<file path="src/rtl/sysbus_arb_pkg.sv">
// Shared types and defaults for the Sysbus I/D arbiter.
package sysbus_arb_pkg;

    // Bus geometry shared with the I and D caches.
    localparam int SYSBUS_DW     = 64;
    localparam int SYSBUS_TW     = 13;
    localparam int SYSBUS_BEATS  = 8;

    // Tag MSB set marks a write request.
    localparam int WRITE_TAG_BIT = SYSBUS_TW - 1;

    typedef enum logic [1:0] {
        IDLE = 2'd0,
        REQ  = 2'd1,
        RESP = 2'd2
    } state_t;

    typedef enum logic [1:0] {
        OWN_NONE = 2'd0,
        OWN_I    = 2'd1,
        OWN_D    = 2'd2
    } owner_t;

endpackage

</file>
<file path="src/rtl/sysbus_arbiter_rr_pick2.sv">
// Two-way round-robin chooser: a lone bidder wins, a tie goes to the one that did not own last.
module rr_pick2
    import sysbus_arb_pkg::*;
(
    input  logic   i_bid_i,
    input  logic   i_bid_d,
    input  owner_t i_last,
    output owner_t o_winner
);

    // Pick the winner from the current bids and the previous owner.
    always_comb begin
        o_winner = OWN_NONE;
        if (i_bid_i && i_bid_d) begin
            o_winner = (i_last == OWN_I) ? OWN_D : OWN_I;
        end else if (i_bid_i) begin
            o_winner = OWN_I;
        end else if (i_bid_d) begin
            o_winner = OWN_D;
        end
    end

endmodule

</file>
<file path="src/rtl/sysbus_arbiter.sv">
// Shares the Sysbus master port between I-cache and D-cache, one whole transaction per grant.
//
// Handshake: a request beat transfers when bus_reqcyc & bus_reqack are both high at a clock edge;
// a response beat transfers when bus_respcyc & bus_respack are both high at a clock edge.
module sysbus_arbiter
    import sysbus_arb_pkg::*;
#(
    parameter int BUS_DATA_WIDTH = SYSBUS_DW,
    parameter int BUS_TAG_WIDTH  = SYSBUS_TW,
    parameter int BEATS          = SYSBUS_BEATS
) (
    input  logic                      clk,
    input  logic                      reset,
    // I-cache side
    input  logic                      i_bid,
    input  logic                      i_reqcyc,
    input  logic [BUS_DATA_WIDTH-1:0] i_req,
    input  logic [BUS_TAG_WIDTH-1:0]  i_reqtag,
    input  logic                      i_respack,
    output logic                      i_grant,
    output logic                      i_reqack,
    output logic                      i_respcyc,
    // D-cache side
    input  logic                      d_bid,
    input  logic                      d_reqcyc,
    input  logic [BUS_DATA_WIDTH-1:0] d_req,
    input  logic [BUS_TAG_WIDTH-1:0]  d_reqtag,
    input  logic                      d_respack,
    output logic                      d_grant,
    output logic                      d_reqack,
    output logic                      d_respcyc,
    // Bus side
    output logic                      bus_reqcyc,
    output logic [BUS_DATA_WIDTH-1:0] bus_req,
    output logic [BUS_TAG_WIDTH-1:0]  bus_reqtag,
    output logic                      bus_respack,
    input  logic                      bus_reqack,
    input  logic                      bus_respcyc,
    // Debug visibility of the FSM
    output state_t                    o_dbg_state,
    output owner_t                    o_dbg_last
);

    localparam int CW = $clog2(BEATS + 2);
    // Counter value on the final write beat (1 address beat + BEATS data beats).
    localparam logic [CW-1:0] WR_LAST = CW'(BEATS);
    // Counter value on the final response beat.
    localparam logic [CW-1:0] RD_LAST = CW'(BEATS - 1);

    state_t          r_state, w_state_nxt;
    owner_t          r_owner, w_owner_nxt;
    owner_t          r_last,  w_last_nxt;
    owner_t          w_winner;
    logic [CW-1:0]   r_cnt,   w_cnt_nxt;
    logic            r_is_write, w_is_write_nxt;

    logic            w_own_i, w_own_d, w_in_req, w_in_resp;
    logic            w_own_bid, w_req_beat, w_resp_beat, w_beat_write;

    rr_pick2 u_pick (
        .i_bid_i  (i_bid),
        .i_bid_d  (d_bid),
        .i_last   (r_last),
        .o_winner (w_winner)
    );

    assign w_own_i   = (r_owner == OWN_I);
    assign w_own_d   = (r_owner == OWN_D);
    assign w_in_req  = (r_state == REQ);
    assign w_in_resp = (r_state == RESP);

    assign i_grant   = w_own_i;
    assign d_grant   = w_own_d;
    assign i_reqack  = w_own_i & w_in_req  & bus_reqack;
    assign d_reqack  = w_own_d & w_in_req  & bus_reqack;
    assign i_respcyc = w_own_i & w_in_resp & bus_respcyc;
    assign d_respcyc = w_own_d & w_in_resp & bus_respcyc;

    assign o_dbg_state = r_state;
    assign o_dbg_last  = r_last;

    // Route the owner's request lines to the bus during REQ and its respack during RESP.
    always_comb begin
        bus_reqcyc  = 1'b0;
        bus_req     = '0;
        bus_reqtag  = '0;
        bus_respack = 1'b0;
        w_own_bid   = 1'b0;
        if (w_own_i) begin
            w_own_bid = i_bid;
            if (w_in_req) begin
                bus_reqcyc = i_reqcyc;
                bus_req    = i_req;
                bus_reqtag = i_reqtag;
            end
            bus_respack = w_in_resp & i_respack;
        end else if (w_own_d) begin
            w_own_bid = d_bid;
            if (w_in_req) begin
                bus_reqcyc = d_reqcyc;
                bus_req    = d_req;
                bus_reqtag = d_reqtag;
            end
            bus_respack = w_in_resp & d_respack;
        end
    end

    assign w_req_beat  = bus_reqcyc  & bus_reqack;
    assign w_resp_beat = bus_respcyc & bus_respack;

    // Next-state logic: grant in IDLE, count request beats in REQ, count response beats in RESP.
    always_comb begin
        w_state_nxt    = r_state;
        w_owner_nxt    = r_owner;
        w_last_nxt     = r_last;
        w_cnt_nxt      = r_cnt;
        w_is_write_nxt = r_is_write;
        w_beat_write   = r_is_write;
        case (r_state)
            IDLE: begin
                w_cnt_nxt      = '0;
                w_is_write_nxt = 1'b0;
                if (w_winner != OWN_NONE) begin
                    w_state_nxt = REQ;
                    w_owner_nxt = w_winner;
                end
            end
            REQ: begin
                if (w_req_beat) begin
                    // The write/read decision is taken from the first acked beat only.
                    if (r_cnt == '0) begin
                        w_beat_write = bus_reqtag[BUS_TAG_WIDTH-1];
                    end
                    w_is_write_nxt = w_beat_write;
                    if (!w_beat_write) begin
                        w_state_nxt = RESP;
                        w_cnt_nxt   = '0;
                    end else if (r_cnt == WR_LAST) begin
                        w_state_nxt = IDLE;
                        w_owner_nxt = OWN_NONE;
                        w_last_nxt  = r_owner;
                        w_cnt_nxt   = '0;
                    end else begin
                        w_cnt_nxt = r_cnt + 1'b1;
                    end
                end else if ((r_cnt == '0) && !w_own_bid) begin
                    // Owner gave up before anything was accepted.
                    w_state_nxt = IDLE;
                    w_owner_nxt = OWN_NONE;
                    w_last_nxt  = r_owner;
                    w_cnt_nxt   = '0;
                end
            end
            RESP: begin
                if (w_resp_beat) begin
                    if (r_cnt == RD_LAST) begin
                        w_state_nxt = IDLE;
                        w_owner_nxt = OWN_NONE;
                        w_last_nxt  = r_owner;
                        w_cnt_nxt   = '0;
                    end else begin
                        w_cnt_nxt = r_cnt + 1'b1;
                    end
                end
            end
            default: begin
                w_state_nxt = IDLE;
                w_owner_nxt = OWN_NONE;
                w_cnt_nxt   = '0;
            end
        endcase
    end

    // State registers with synchronous reset; I wins the first tie after reset.
    always_ff @(posedge clk) begin
        if (reset) begin
            r_state    <= IDLE;
            r_owner    <= OWN_NONE;
            r_last     <= OWN_D;
            r_cnt      <= '0;
            r_is_write <= 1'b0;
        end else begin
            r_state    <= w_state_nxt;
            r_owner    <= w_owner_nxt;
            r_last     <= w_last_nxt;
            r_cnt      <= w_cnt_nxt;
            r_is_write <= w_is_write_nxt;
        end
    end

endmodule

</file>
<file path="config.mk">
export PLATFORM = sky130hd
export DESIGN_NAME = sysbus_arbiter
export DESIGN_NICKNAME = d
export VERILOG_FILES = /design/src/rtl/sysbus_arb_pkg.sv /design/src/rtl/sysbus_arbiter_rr_pick2.sv /design/src/rtl/sysbus_arbiter.sv
export SDC_FILE = /design/constraint.sdc
export NUM_CORES = 1
export LEC_CHECK = 0
export BUFFER_PORTS_ARGS = -buffer_cell sky130_fd_sc_hd__buf_2
export CORE_AREA = 3 3 97 99
export CTS_CLUSTER_DIAMETER = 120
export CTS_CLUSTER_SIZE = 8
export DETAILED_ROUTE_END_ITERATION = 16
export DIE_AREA = 0 0 100 102
export GPL_ROUTABILITY_DRIVEN = 0
export PLACE_DENSITY = 0.54
export RECOVER_POWER = 100
export SKIP_CTS_REPAIR_TIMING = 1
export SLEW_MARGIN = 30
export SYNTH_ARGS = -nofsm -noshare
export SYNTH_HDL_FRONTEND = slang
export SYNTH_SLANG_ARGS = --single-unit
</file>
<file path="constraint.sdc">
create_clock -name clk -period 5.17 [get_ports clk]
set_clock_uncertainty 0.15 [all_clocks]
set_input_delay 1.551 -clock clk [delete_from_list [all_inputs] [get_ports clk]]
set_output_delay 1.551 -clock clk [all_outputs]
set_load 0.005 [all_outputs]
</file>
Word-level counts from Yosys, hierarchy flattened
Index checks and enable logic that the tools add are counted.
- bits in registers: 11
- bits in latches: 0
- bits in writable memories: 0
- memory bits (read-only): 0
- bits of input ports: 164
- memories kept: 0
- add/subtract/negate cells: 1
- multiply operators: 0
- divide/modulo/power cells: 0
- magnitude comparators: 0
- eq/ne operators: 15
- shift-type cells: 0
- muxes and demuxes: 51
- bitwise operators: 12
- reductions and logical operators: 13
- operator list (operator ; number):
    2-to-1 mux 64 bit ; 4
    2-to-1 mux 13 bit ; 4
    2-to-1 mux 2 bit ; 20
    2-to-1 mux 4 bit ; 6
    bitwise AND 1 bit ; 12
    2-to-1 mux 1 bit ; 12
    one-hot mux 2 bit (3 select lines) ; 2
    AND reduction 6 bit ; 2
    one-hot mux 4 bit (2 select lines) ; 1
    equality test 2 x 1 -> 1 bit (second input constant) ; 3
    inequality test 2 x 1 -> 1 bit (second input constant) ; 3
    inequality test 3 x 2 -> 1 bit (second input constant) ; 2
    nonzero test 2 bit ; 3
    AND reduction 5 bit ; 1
    adder 4 x 1 -> 4 bit (second input constant) ; 1
    equality test 2 bit (second input constant) ; 2
    equality test 4 x 3 -> 1 bit (second input constant) ; 1
    equality test 4 bit (second input constant) ; 1
    logical NOT 4 bit ; 1
    inequality test 4 bit (second input constant) ; 1
    one-hot mux 2 bit (2 select lines) ; 1
    AND reduction 2 bit ; 2
    inequality test 3 x 1 -> 1 bit (second input constant) ; 1
    logical AND 1 bit ; 2
    other kinds (4) ; 4

Logic depth before layout (Yosys ltp)
Gate-level depths: netlist (run 1).
- word-level depth: 10
- mapped depth: 8
- gate-level depth less buffers: 7

Cells and area by module
A second synthesis (run 1) with hierarchy kept.
- cells, all modules: 205
- area, all modules: 1667.8 um^2
- modules (own cells, without submodules) (module ; times used ; cells each ; area an instance (um^2)):
    sysbus_arbiter ; 1 ; 201 ; 1637.8
    rr_pick2 ; 1 ; 4 ; 30.0

Least setup slack after synthesis (run 1)
Ideal clock, no wire load.
- path type: input to output
- from: in d_respack
- to: out bus_respack
- arrival: 1.902 ns
- data required time: 3.469 ns
- path slack: 1.567 ns
- cell stages on the path: 2
- path buffers: 0
- cells stage by stage: and3b_1 -> o21a_1
- cells in the longest elaborated chain, start to end: 3
- ends and longest elaborated chain (what ; line ; RTL):
    start, declared ; sysbus_arbiter.sv:28 ; input logic d_respack,
    bitwise AND 1 bit ; sysbus_arbiter.sv:104 ; bus_respack = w_in_resp & d_respack;
    2-to-1 mux 1 bit ; sysbus_arbiter.sv:97 ; end else if (w_own_d) begin
    2-to-1 mux 1 bit ; sysbus_arbiter.sv:89 ; if (w_own_i) begin
    end, declared ; sysbus_arbiter.sv:36 ; output logic bus_respack,
Every way passes these cells.

Worst setup path in the final report (run 1)
- from: reg r_owner[0]
- to: out bus_req[39]
- cells in the longest elaborated chain, start to end: 3
- elaborated cells between the ends (all ways): 4
- ends and longest elaborated chain (what ; line ; RTL):
    start, declared ; sysbus_arbiter.sv:51 ; owner_t r_owner, w_owner_nxt;
    start signal, assigned ; sysbus_arbiter.sv:184 ; r_owner <= w_owner_nxt;
    equality test 2 bit ; sysbus_arbiter.sv:68 ; assign w_own_d = (r_owner == OWN_D);
    2-to-1 mux 64 bit ; sysbus_arbiter.sv:97 ;
    2-to-1 mux 64 bit (*) ; sysbus_arbiter.sv:89 ;
    end, declared ; sysbus_arbiter.sv:34 ; output logic [BUS_DATA_WIDTH-1:0] bus_req,
Mark *: on every way between the ends. The rest lies on a longest branch, timed or not.

==> flow_metrics.py, run 1 <==
metrics = {
    "outcome": {
        "run_status": "finished clean",
    },
    "timing": {
        "setup_violations": 0,
        "maxSlewHeadroom_pct": 49.5,
        "final-hold-violation-count": 0,
        "finalHoldWorstSlack_ns": 0.341,
        "final.period_utilization_pct": 85.3,
        "transition_time_at_the_pin_with_the_least_slew_margin_ns": 0.757,
        "totalNegativeSetupSlack_ns": 0,
        "rsz0062_at_grt": "false",
        "max_clock_freq_mhz": 227,
        "final.min_clock_period_ns": 4.41,
        "drv_slew": 0,
    },
    "drt": {
        "routed-via-count": 2673,
        "drc": 0,
        "detail_route.wl_per_cell_um": 17.6,
        "via_cell_ratio": 4.82,
        "drt-total-wl_um": 9760,
        "drt_iter0_markers": 82,
        "firstDrtPassIters": 4,
        "ant_nets": 0,
    },
    "yosys": {
        "synth.top_cells.by_area": "a22o_1 (42%), dfxtp_1 (14%), ha_1 (3.9%)",
        "post_synth_inst_count": 204,
        "syn_area_per_cell_um2": 7.92,
        "synth_warnings": 0,
        "synth_seq_cells": 11,
        "synthesis.nets": 373,
        "async_s_r_ff_share_synth_pct": 0,
        "synth_ff_type": "dfxtp_1",
        "ys_top_cells_by_count": "a22o_1 (77), nand2_1 (13), clkbuf_1 (12)",
        "synth.distinct_cells": 36,
        "synth_enable_flop_cells": 0,
        "ys_seq_area_share_pct": 13.6,
        "synth.most_common_cell": "a22o_1",
        "post_synth_instance_area_mm2": 0.00162,
        "synth_top_cell_area_share_pct": 41.7,
        "synth.largest_area_cell": "a22o_1",
    },
    "clock_network": {
        "deepest_level_of_the_cts_h_tree": 1,
        "clock_edge_transition_at_the_registers_on_the_reported_setup_and_hold_paths_ns": 0.06,
        "root_buf_cell": "clkbuf_8",
        "number_of_sinks_driven_by_the_clock_tree": 11,
        "max-clock-path-buffers": 2,
        "cts_made_buffers": 3,
        "cts_tree": "done",
        "clock_insertion_delay_worst_skew_ns": 0.25,
    },
    "global_routing": {
        "antenna_found_initial": 3,
        "grt_overflow": 0,
        "vias_in_the_first_global_route": 2380,
        "grt.total_usage_pct": 16.6,
        "grt_start_max_net_pins": 34,
        "grt_use_met1_pct": 21.0,
        "grt_busiest_layer": "met2",
        "met2_usage_pct": 27.9,
        "use_met3_pct": 3.55,
        "grt_first_pass_wirelength_um": 13300,
    },
    "die": {
        "initial_core_util_pct": 18.7,
        "die-height_um": 102,
        "rows": 34,
        "chipWidth_um": 100,
        "core_area_mm2": 0.00864,
        "floorplan.io_pins": 253,
        "die_area_mm2": 0.0102,
    },
    "worst_setup_path": {
        "cp-end-kind": "output pin",
        "critical_path_peak_fanout": 33,
        "critical_path_required_time_ns": 3.47,
        "worst-endpoint-arrival_ns": 2.71,
        "start_kind": "flip-flop",
        "criticalPathCategory": "flip-flop to output pin",
    },
    "placed_design": {
        "buffer_ports.inserted": 252,
        "dp_cells": 547,
        "dp_hpwl_um": 8390,
    },
    "worst_hold_path": {
        "hold_class": "flip-flop to flip-flop",
    },
    "final_layout": {
        "reg_area_um2": 220,
        "layout.filler_cells": 978,
        "post_layout_nonfiller_instances": 554,
        "multi_input_area_mm2": 0.00125,
        "finalCoreUtilization_pct": 33.8,
        "syn_to_final_growth_pct": 80.5,
        "num-nets-final": 613,
        "layout-drive-gt1-share_pct": 46.5,
    },
    "power": {
        "finalPower_mw": 0.676,
        "cellLeakagePower_nw": 1.55,
        "power_density_mw_per_mm2": 232,
        "ir_drop_v": 0.000226,
    },
    "run": {
        "cap_violations": 0,
    },
}
-- power by group --
group	internal, mW	leakage [nW]	total (mW)	switching, mW
clock network	0.0532	0.0255	0.0900	0.0368
logic	0.217	1.43	0.461	0.244
registers	0.103	0.0896	0.124	0.0214
total	0.373	1.55	0.676	0.303
-- layout make-up --
class	count	area share [%]
multi-input cells	161	43.0
repair buffers	256	41.6
flip-flops and latches	11	7.55
well taps	108	4.63
clock buffers	3	1.42
inverters	11	1.42
diodes	3	0.257
clock inverters	1	0.172
-- layer usage --
metal | vias up | routed length, um
li1 | 1302 | -
met1 | 1225 | 3990
met2 | 128 | 4710
met3 | 18 | 826
met4 | 0 | 233
met5 | - | 0
-- layout by cell type, fill, tap and decap left out, types with 6 or more instances in the layout --
cell / netlist / final
nor2_1: 7 / 7
buf_2: 5 / 194
dfxtp_1: 11 / 11
nand3_1: 5 / 6
a22o_1: 77 / 77
inv_1: 11 / 11
nand2_1: 13 / 13
clkbuf_1: 12 / 58
-- registers in the layout (all words and copies together), names as in the netlist --
signal       cells
r_owner          2
o_dbg_last       2
r_is_write       1
r_cnt            4
o_dbg_state      2
-- kinds of logic (layout without fill, tap and decap cells) --
kind of cell    after synthesis  count (layout)  share of synthesized area (%)
compound gates              104             104                           54.9
simple gates                 48              48                           17.3
buf+inv                      32             271                           7.82
other cells                   0               3                              0
fa+ha+maj                     5               5                           3.87
flops                        11              11                           13.6
mux                           4               4                           2.55
-- metrics by stage --
stage | setup WS (ns) | instance area [um2]
3_3_place_gp | 1.36 | 2960
4_1_cts | 1.03 | 3010
6_report | 0.757 | 2920
5_1_grt | 0.512 | 2920
2_1_floorplan | 1.57 | 1620
3_5_place_dp | 1.31 | 2960
-- final timing paths --
path,startpoint,to,slack (ns),cells past startpoint
hold / removal,r_cnt[1]$_SDFFE_PP0P_,r_cnt[1]$_SDFFE_PP0P_,0.34,2
hold reg to reg,r_cnt[1]$_SDFFE_PP0P_,r_cnt[1]$_SDFFE_PP0P_,0.34,2
setup reg to reg,r_cnt[0]$_SDFFE_PP0P_,o_dbg_state[1]$_SDFFE_PP0P_,2.56,7
setup / recovery,r_owner[0]$_SDFFE_PP0P_,bus_req[39],0.76,5
-- critical path, stage by stage (launching register included) --
cell,delay (ns)
dfxtp_1,0.46
nor2b_1,0.33
and2_2,0.63
clkbuf_1,0.65
a22o_1,0.22
clkbuf_1,0.15
No activity file was read; power rests on OpenSTA's default activity.
==> run 2: changes to the inputs <==
--- a/config.mk
+++ b/config.mk
@@ -6,13 +6,13 @@
 export NUM_CORES = 1
 export LEC_CHECK = 0
 export BUFFER_PORTS_ARGS = -buffer_cell sky130_fd_sc_hd__buf_2
-export CORE_AREA = 3 3 97 99
+export CORE_AREA = 2 2 99 101
 export CTS_CLUSTER_DIAMETER = 120
 export CTS_CLUSTER_SIZE = 8
 export DETAILED_ROUTE_END_ITERATION = 16
-export DIE_AREA = 0 0 100 102
+export DIE_AREA = 0 0 101 103
 export GPL_ROUTABILITY_DRIVEN = 0
-export PLACE_DENSITY = 0.54
+export PLACE_DENSITY = 0.51
 export RECOVER_POWER = 100
 export SKIP_CTS_REPAIR_TIMING = 1
 export SLEW_MARGIN = 30
==> flow_metrics.py, run 2 (same netlist as run 1, synthesis figures left out) <==
metrics = {
    "outcome": {
        "run_status": "finished clean",
    },
    "worst_setup_path": {
        "r2r.worst_path.cells": 7,
        "highest_cell_delay_on_the_worst_timing_path_ns": 0.71,
        "rrSetupSlack_ns": 2.63,
        "critical_path_peak_fanout": 39,
        "path_cells": "nor2b_1 > and2_2 > buf_12 > a22o_1 > clkbuf_1",
        "worst-endpoint-arrival_ns": 2.42,
        "reg2reg_from": "r_cnt[0]$_SDFFE_PP0P_",
        "start_kind": "flip-flop",
        "critical_path_required_time_ns": 3.47,
        "cp-end-kind": "output pin",
        "criticalPathCategory": "flip-flop to output pin",
        "cp_slowest_cell": "and2_2",
        "cp_num_buf_inv": 2,
        "path_delay_family": "simple AND/OR/NAND/NOR gates",
        "critical_path.reg2reg.endpoint": "o_dbg_state[1]$_SDFFE_PP0P_",
    },
    "timing": {
        "drv_slew": 0,
        "final-hold-violation-count": 0,
        "rsz0062_at_grt": "false",
        "final.min_clock_period_ns": 4.12,
        "finalHoldWorstSlack_ns": 0.348,
        "max_clock_freq_mhz": 243,
        "final.period_utilization_pct": 79.7,
        "totalNegativeSetupSlack_ns": 0,
        "transition_time_at_the_pin_with_the_least_slew_margin_ns": 0.765,
        "setup_violations": 0,
        "maxSlewHeadroom_pct": 49.0,
    },
    "clock_network": {
        "clock_edge_transition_at_the_registers_on_the_reported_setup_and_hold_paths_ns": 0.06,
        "max-clock-path-buffers": 2,
        "cts_tree": "done",
        "clock_insertion_delay_worst_skew_ns": 0.24,
        "root_buf_cell": "clkbuf_8",
        "number_of_sinks_driven_by_the_clock_tree": 11,
        "deepest_level_of_the_cts_h_tree": 1,
        "cts_made_buffers": 3,
    },
    "worst_hold_path": {
        "holdCritStartpoint": "o_dbg_last[0]$_SDFFE_PP0P_",
        "hold_class": "flip-flop to flip-flop",
        "cells_on_worst_hold_path": 2,
        "worst_hold_path.endpoint": "o_dbg_last[0]$_SDFFE_PP0P_",
    },
    "drt": {
        "detail_route.wl_per_cell_um": 16.2,
        "ant_nets": 0,
        "drc": 0,
        "routed-via-count": 2671,
        "firstDrtPassIters": 6,
        "drt_iter0_markers": 60,
        "drt-total-wl_um": 9050,
        "via_cell_ratio": 4.78,
    },
    "final_layout": {
        "num-nets-final": 611,
        "mostFrequentLayoutCells": "buf_2 (191), a22o_1 (77), clkbuf_1 (61), nand2_1 (13)",
        "layout_commonest_cell": "buf_2",
        "layout-drive-gt1-share_pct": 45.8,
        "largest_register_ff_count": 4,
        "max_flop_register": "r_cnt",
        "finalCoreUtilization_pct": 31.1,
        "syn_to_final_growth_pct": 81.9,
    },
    "global_routing": {
        "grt.total_usage_pct": 14.9,
        "vias_in_the_first_global_route": 2308,
        "grt_first_pass_wirelength_um": 12200,
        "grt_start_max_net_pins": 40,
        "grt_overflow": 0,
        "antenna_found_initial": 7,
    },
    "die": {
        "floorplan.io_pins": 253,
        "chipWidth_um": 101,
        "die_area_mm2": 0.0104,
        "rows": 36,
        "initial_core_util_pct": 17.1,
        "die-height_um": 103,
        "core_area_mm2": 0.00946,
    },
    "placed_design": {
        "buffer_ports.inserted": 252,
        "dp_hpwl_um": 7590,
    },
    "power": {
        "power_density_mw_per_mm2": 230,
        "finalPower_mw": 0.676,
        "ir_drop_v": 0.000265,
        "cellLeakagePower_nw": 1.53,
    },
    "run": {
        "cap_violations": 0,
    },
}
run 2: worst max-delay path by stage:
stage / start / depth (start not counted) / slack, ns / endpoint
floorplan: d_respack / 2 / 1.57 / bus_respack
global placement: d_respack / 4 / 1.31 / bus_respack
detailed placement: r_owner[1]$_SDFFE_PP0P_ / 5 / 1.31 / bus_req[54]
CTS: r_owner[0]$_SDFFE_PP0P_ / 5 / 1.06 / bus_reqcyc
global route: r_owner[0]$_SDFFE_PP0P_ / 5 / 0.89 / bus_reqcyc
finish: r_owner[1]$_SDFFE_PP0P_ / 5 / 1.05 / bus_req[62]
run 2: area by class of cell:
class	instances	area, um2
fill	1057	6520
timing repair buffer	254	1230
tap	114	143
multi-input combinational	161	1250
antenna	4	10.0
clock buffer	4	45.0
inverter	11	41.3
sequential	11	220
run 2: layer usage:
metal | vias up | GRT usage (%) | part of all wire (%)
met5 | - | 0 | 0.47
met4 | 6 | 3.33 | 0.84
met3 | 15 | 6.31 | 12
met2 | 126 | 24.7 | 46
met1 | 1226 | 18.0 | 41
li1 | 1298 | - | -
run 2: per-stage QoR:
| step | cell area (um2) | setup WS, ns | instances |
|---|---|---|---|
| finish | 2940 | 1.05 | 559 |
| global route | 2940 | 0.891 | 558 |
| CTS | 3020 | 1.06 | 555 |
| detailed placement | 2980 | 1.31 | 551 |
| global placement | 2980 | 1.31 | 551 |
| floorplan | 1620 | 1.57 | 204 |
run 2: where the power goes:
part           switching (mW)  internal [mW]  leakage (nW)
clock                  0.0361         0.0544        0.0228
sequential             0.0207          0.103        0.0896
combinational           0.242          0.220          1.42
total                   0.299          0.377          1.53
run 2: tightest hold or removal path, cell delays in order (launching register included):
cell,delay (ns)
dfxtp_1,0.33
nand2_1,0.06
mux2i_1,0.06
==> run 3: changes to the inputs <==
--- a/config.mk
+++ b/config.mk
@@ -6,13 +6,13 @@
 export NUM_CORES = 1
 export LEC_CHECK = 0
 export BUFFER_PORTS_ARGS = -buffer_cell sky130_fd_sc_hd__buf_2
-export CORE_AREA = 2 2 99 101
+export CORE_AREA = 2 2 98 100
 export CTS_CLUSTER_DIAMETER = 120
 export CTS_CLUSTER_SIZE = 8
 export DETAILED_ROUTE_END_ITERATION = 16
-export DIE_AREA = 0 0 101 103
+export DIE_AREA = 0 0 100 102
 export GPL_ROUTABILITY_DRIVEN = 0
-export PLACE_DENSITY = 0.51
+export PLACE_DENSITY = 0.52
 export RECOVER_POWER = 100
 export SKIP_CTS_REPAIR_TIMING = 1
 export SLEW_MARGIN = 30
==> constraint.sdc (replaced) <==
create_clock -name clk -period 3.9 [get_ports clk]
set_clock_uncertainty 0.15 [all_clocks]
set_input_delay 1.17 -clock clk [delete_from_list [all_inputs] [get_ports clk]]
set_output_delay 1.17 -clock clk [all_outputs]
set_load 0.005 [all_outputs]
==> flow_metrics.py, run 3 (same netlist as run 1, synthesis figures left out) <==
metrics = {
    "global_routing": {
        "vias_in_the_first_global_route": 2287,
        "grt_start_max_net_pins": 52,
        "grt_overflow": 0,
        "use_met3_pct": 9.85,
        "grt_busiest_layer": "met2",
        "grt_first_pass_wirelength_um": 12900,
        "grt.total_usage_pct": 16.2,
        "met2_usage_pct": 26.3,
        "grt_use_met1_pct": 19.5,
        "antenna_found_initial": 12,
    },
    "timing": {
        "maxSlewHeadroom_pct": 55.3,
        "post-route-worst-setup-slack_ns": 0.376,
        "drv_slew": 0,
        "finalHoldWorstSlack_ns": 0.351,
        "rsz0062_at_grt": "false",
        "setup_violations": 0,
        "max_clock_freq_mhz": 284,
        "final.min_clock_period_ns": 3.52,
        "totalNegativeSetupSlack_ns": 0,
        "final.period_utilization_pct": 90.3,
        "final-hold-violation-count": 0,
        "transition_time_at_the_pin_with_the_least_slew_margin_ns": 0.668,
    },
    "worst_setup_path": {
        "start_kind": "flip-flop",
        "worst-endpoint-arrival_ns": 2.20,
        "critical_path_peak_fanout": 51,
        "criticalPathCategory": "flip-flop to output pin",
        "critical_path_required_time_ns": 2.58,
        "cp-end-kind": "output pin",
    },
    "power": {
        "ir_drop_v": 0.000355,
        "power_density_mw_per_mm2": 304,
        "cellLeakagePower_nw": 1.54,
    },
    "die": {
        "chipWidth_um": 100,
        "die-height_um": 102,
        "core_area_mm2": 0.00911,
        "floorplan.io_pins": 253,
        "rows": 35,
        "die_area_mm2": 0.0102,
        "initial_core_util_pct": 17.7,
    },
    "drt": {
        "drc": 0,
        "drt-total-wl_um": 9790,
        "via_cell_ratio": 4.73,
        "firstDrtPassIters": 4,
        "detail_route.wl_per_cell_um": 17.4,
        "routed-via-count": 2664,
        "drt_iter0_markers": 63,
        "ant_nets": 0,
    },
    "clock_network": {
        "clock_edge_transition_at_the_registers_on_the_reported_setup_and_hold_paths_ns": 0.05,
        "max-clock-path-buffers": 2,
        "cts_made_buffers": 3,
        "number_of_sinks_driven_by_the_clock_tree": 11,
        "cts_tree": "done",
        "deepest_level_of_the_cts_h_tree": 1,
        "root_buf_cell": "clkbuf_8",
        "clock_insertion_delay_worst_skew_ns": 0.24,
    },
    "placed_design": {
        "dp_cells": 550,
        "dp_hpwl_um": 8370,
        "dpl_worst_slack_ns": 0.682,
        "buffer_ports.inserted": 252,
    },
    "final_layout": {
        "layout-drive-gt1-share_pct": 46.0,
        "max_flop_register": "r_cnt",
        "num-nets-final": 613,
        "layout_commonest_cell": "buf_2",
        "finalCoreUtilization_pct": 32.4,
        "mostFrequentLayoutCells": "buf_2 (192), a22o_1 (77), clkbuf_1 (61), nand2_1 (13)",
        "syn_to_final_growth_pct": 82.4,
        "post_layout_nonfiller_instances": 563,
        "largest_register_ff_count": 4,
    },
    "run": {
        "cap_violations": 0,
    },
    "worst_hold_path": {
        "hold_class": "flip-flop to flip-flop",
    },
    "outcome": {
        "run_status": "finished clean",
    },
}
run 3: cell types whose count changed in the layout (fill, tap and decap cells not counted), sizes merged:
cell,change
clkbuf,+1
diode,+5
buf,+1
run 3: final cells by class:
type / count / area (um2)
Inverter: 11 / 41.3
Clock buffer: 4 / 45.0
Sequential cell: 11 / 220
Tap cell: 111 / 139
Antenna cell: 9 / 22.5
Timing Repair Buffer: 256 / 1230
Fill cell: 1047 / 6160
Multi-Input combinational cell: 161 / 1250
run 3: worst paths after layout:
kind	start	to	slack, ns	cells after the start
worst max-delay path	r_owner[1]$_SDFFE_PP0P_	bus_req[63]	0.38	5
worst min register to register	o_dbg_last[0]$_SDFFE_PP0P_	o_dbg_last[0]$_SDFFE_PP0P_	0.35	2
worst min-delay path	o_dbg_last[0]$_SDFFE_PP0P_	o_dbg_last[0]$_SDFFE_PP0P_	0.35	2
worst max register to register	r_cnt[0]$_SDFFE_PP0P_	o_dbg_state[1]$_SDFFE_PP0P_	1.31	7
run 3: worst max-delay path, stage by stage (launching register included):
cell      delay [ns]
dfxtp_1         0.48
nor2b_1         0.38
and2_2          0.21
clkbuf_4        0.49
a22o_1          0.24
clkbuf_1        0.14
run 3: through the flow:
stage	power (mW)	instance area (um2)
after global placement	0.805	2980
after global routing	0.975	2930
final	0.896	2950
after detailed placement	0.809	2980
after floorplan	0.531	1620
after CTS	0.934	3020
run 3: power by group:
part	switching [mW]	internal, mW	leakage (nW)
sequential	0.0267	0.136	0.0896
combinational	0.322	0.292	1.43
clock	0.0470	0.0721	0.0228
total	0.396	0.501	1.54
run 3: layer usage:
| layer | wire (um) | vias to the layer above | part of all wire (%) |
|---|---|---|---|
| li1 | - | 1316 | - |
| met1 | 3820 | 1185 | 39 |
| met2 | 4470 | 149 | 46 |
| met3 | 1450 | 8 | 15 |
| met4 | 20 | 6 | 0.20 |
| met5 | 33 | - | 0.34 |
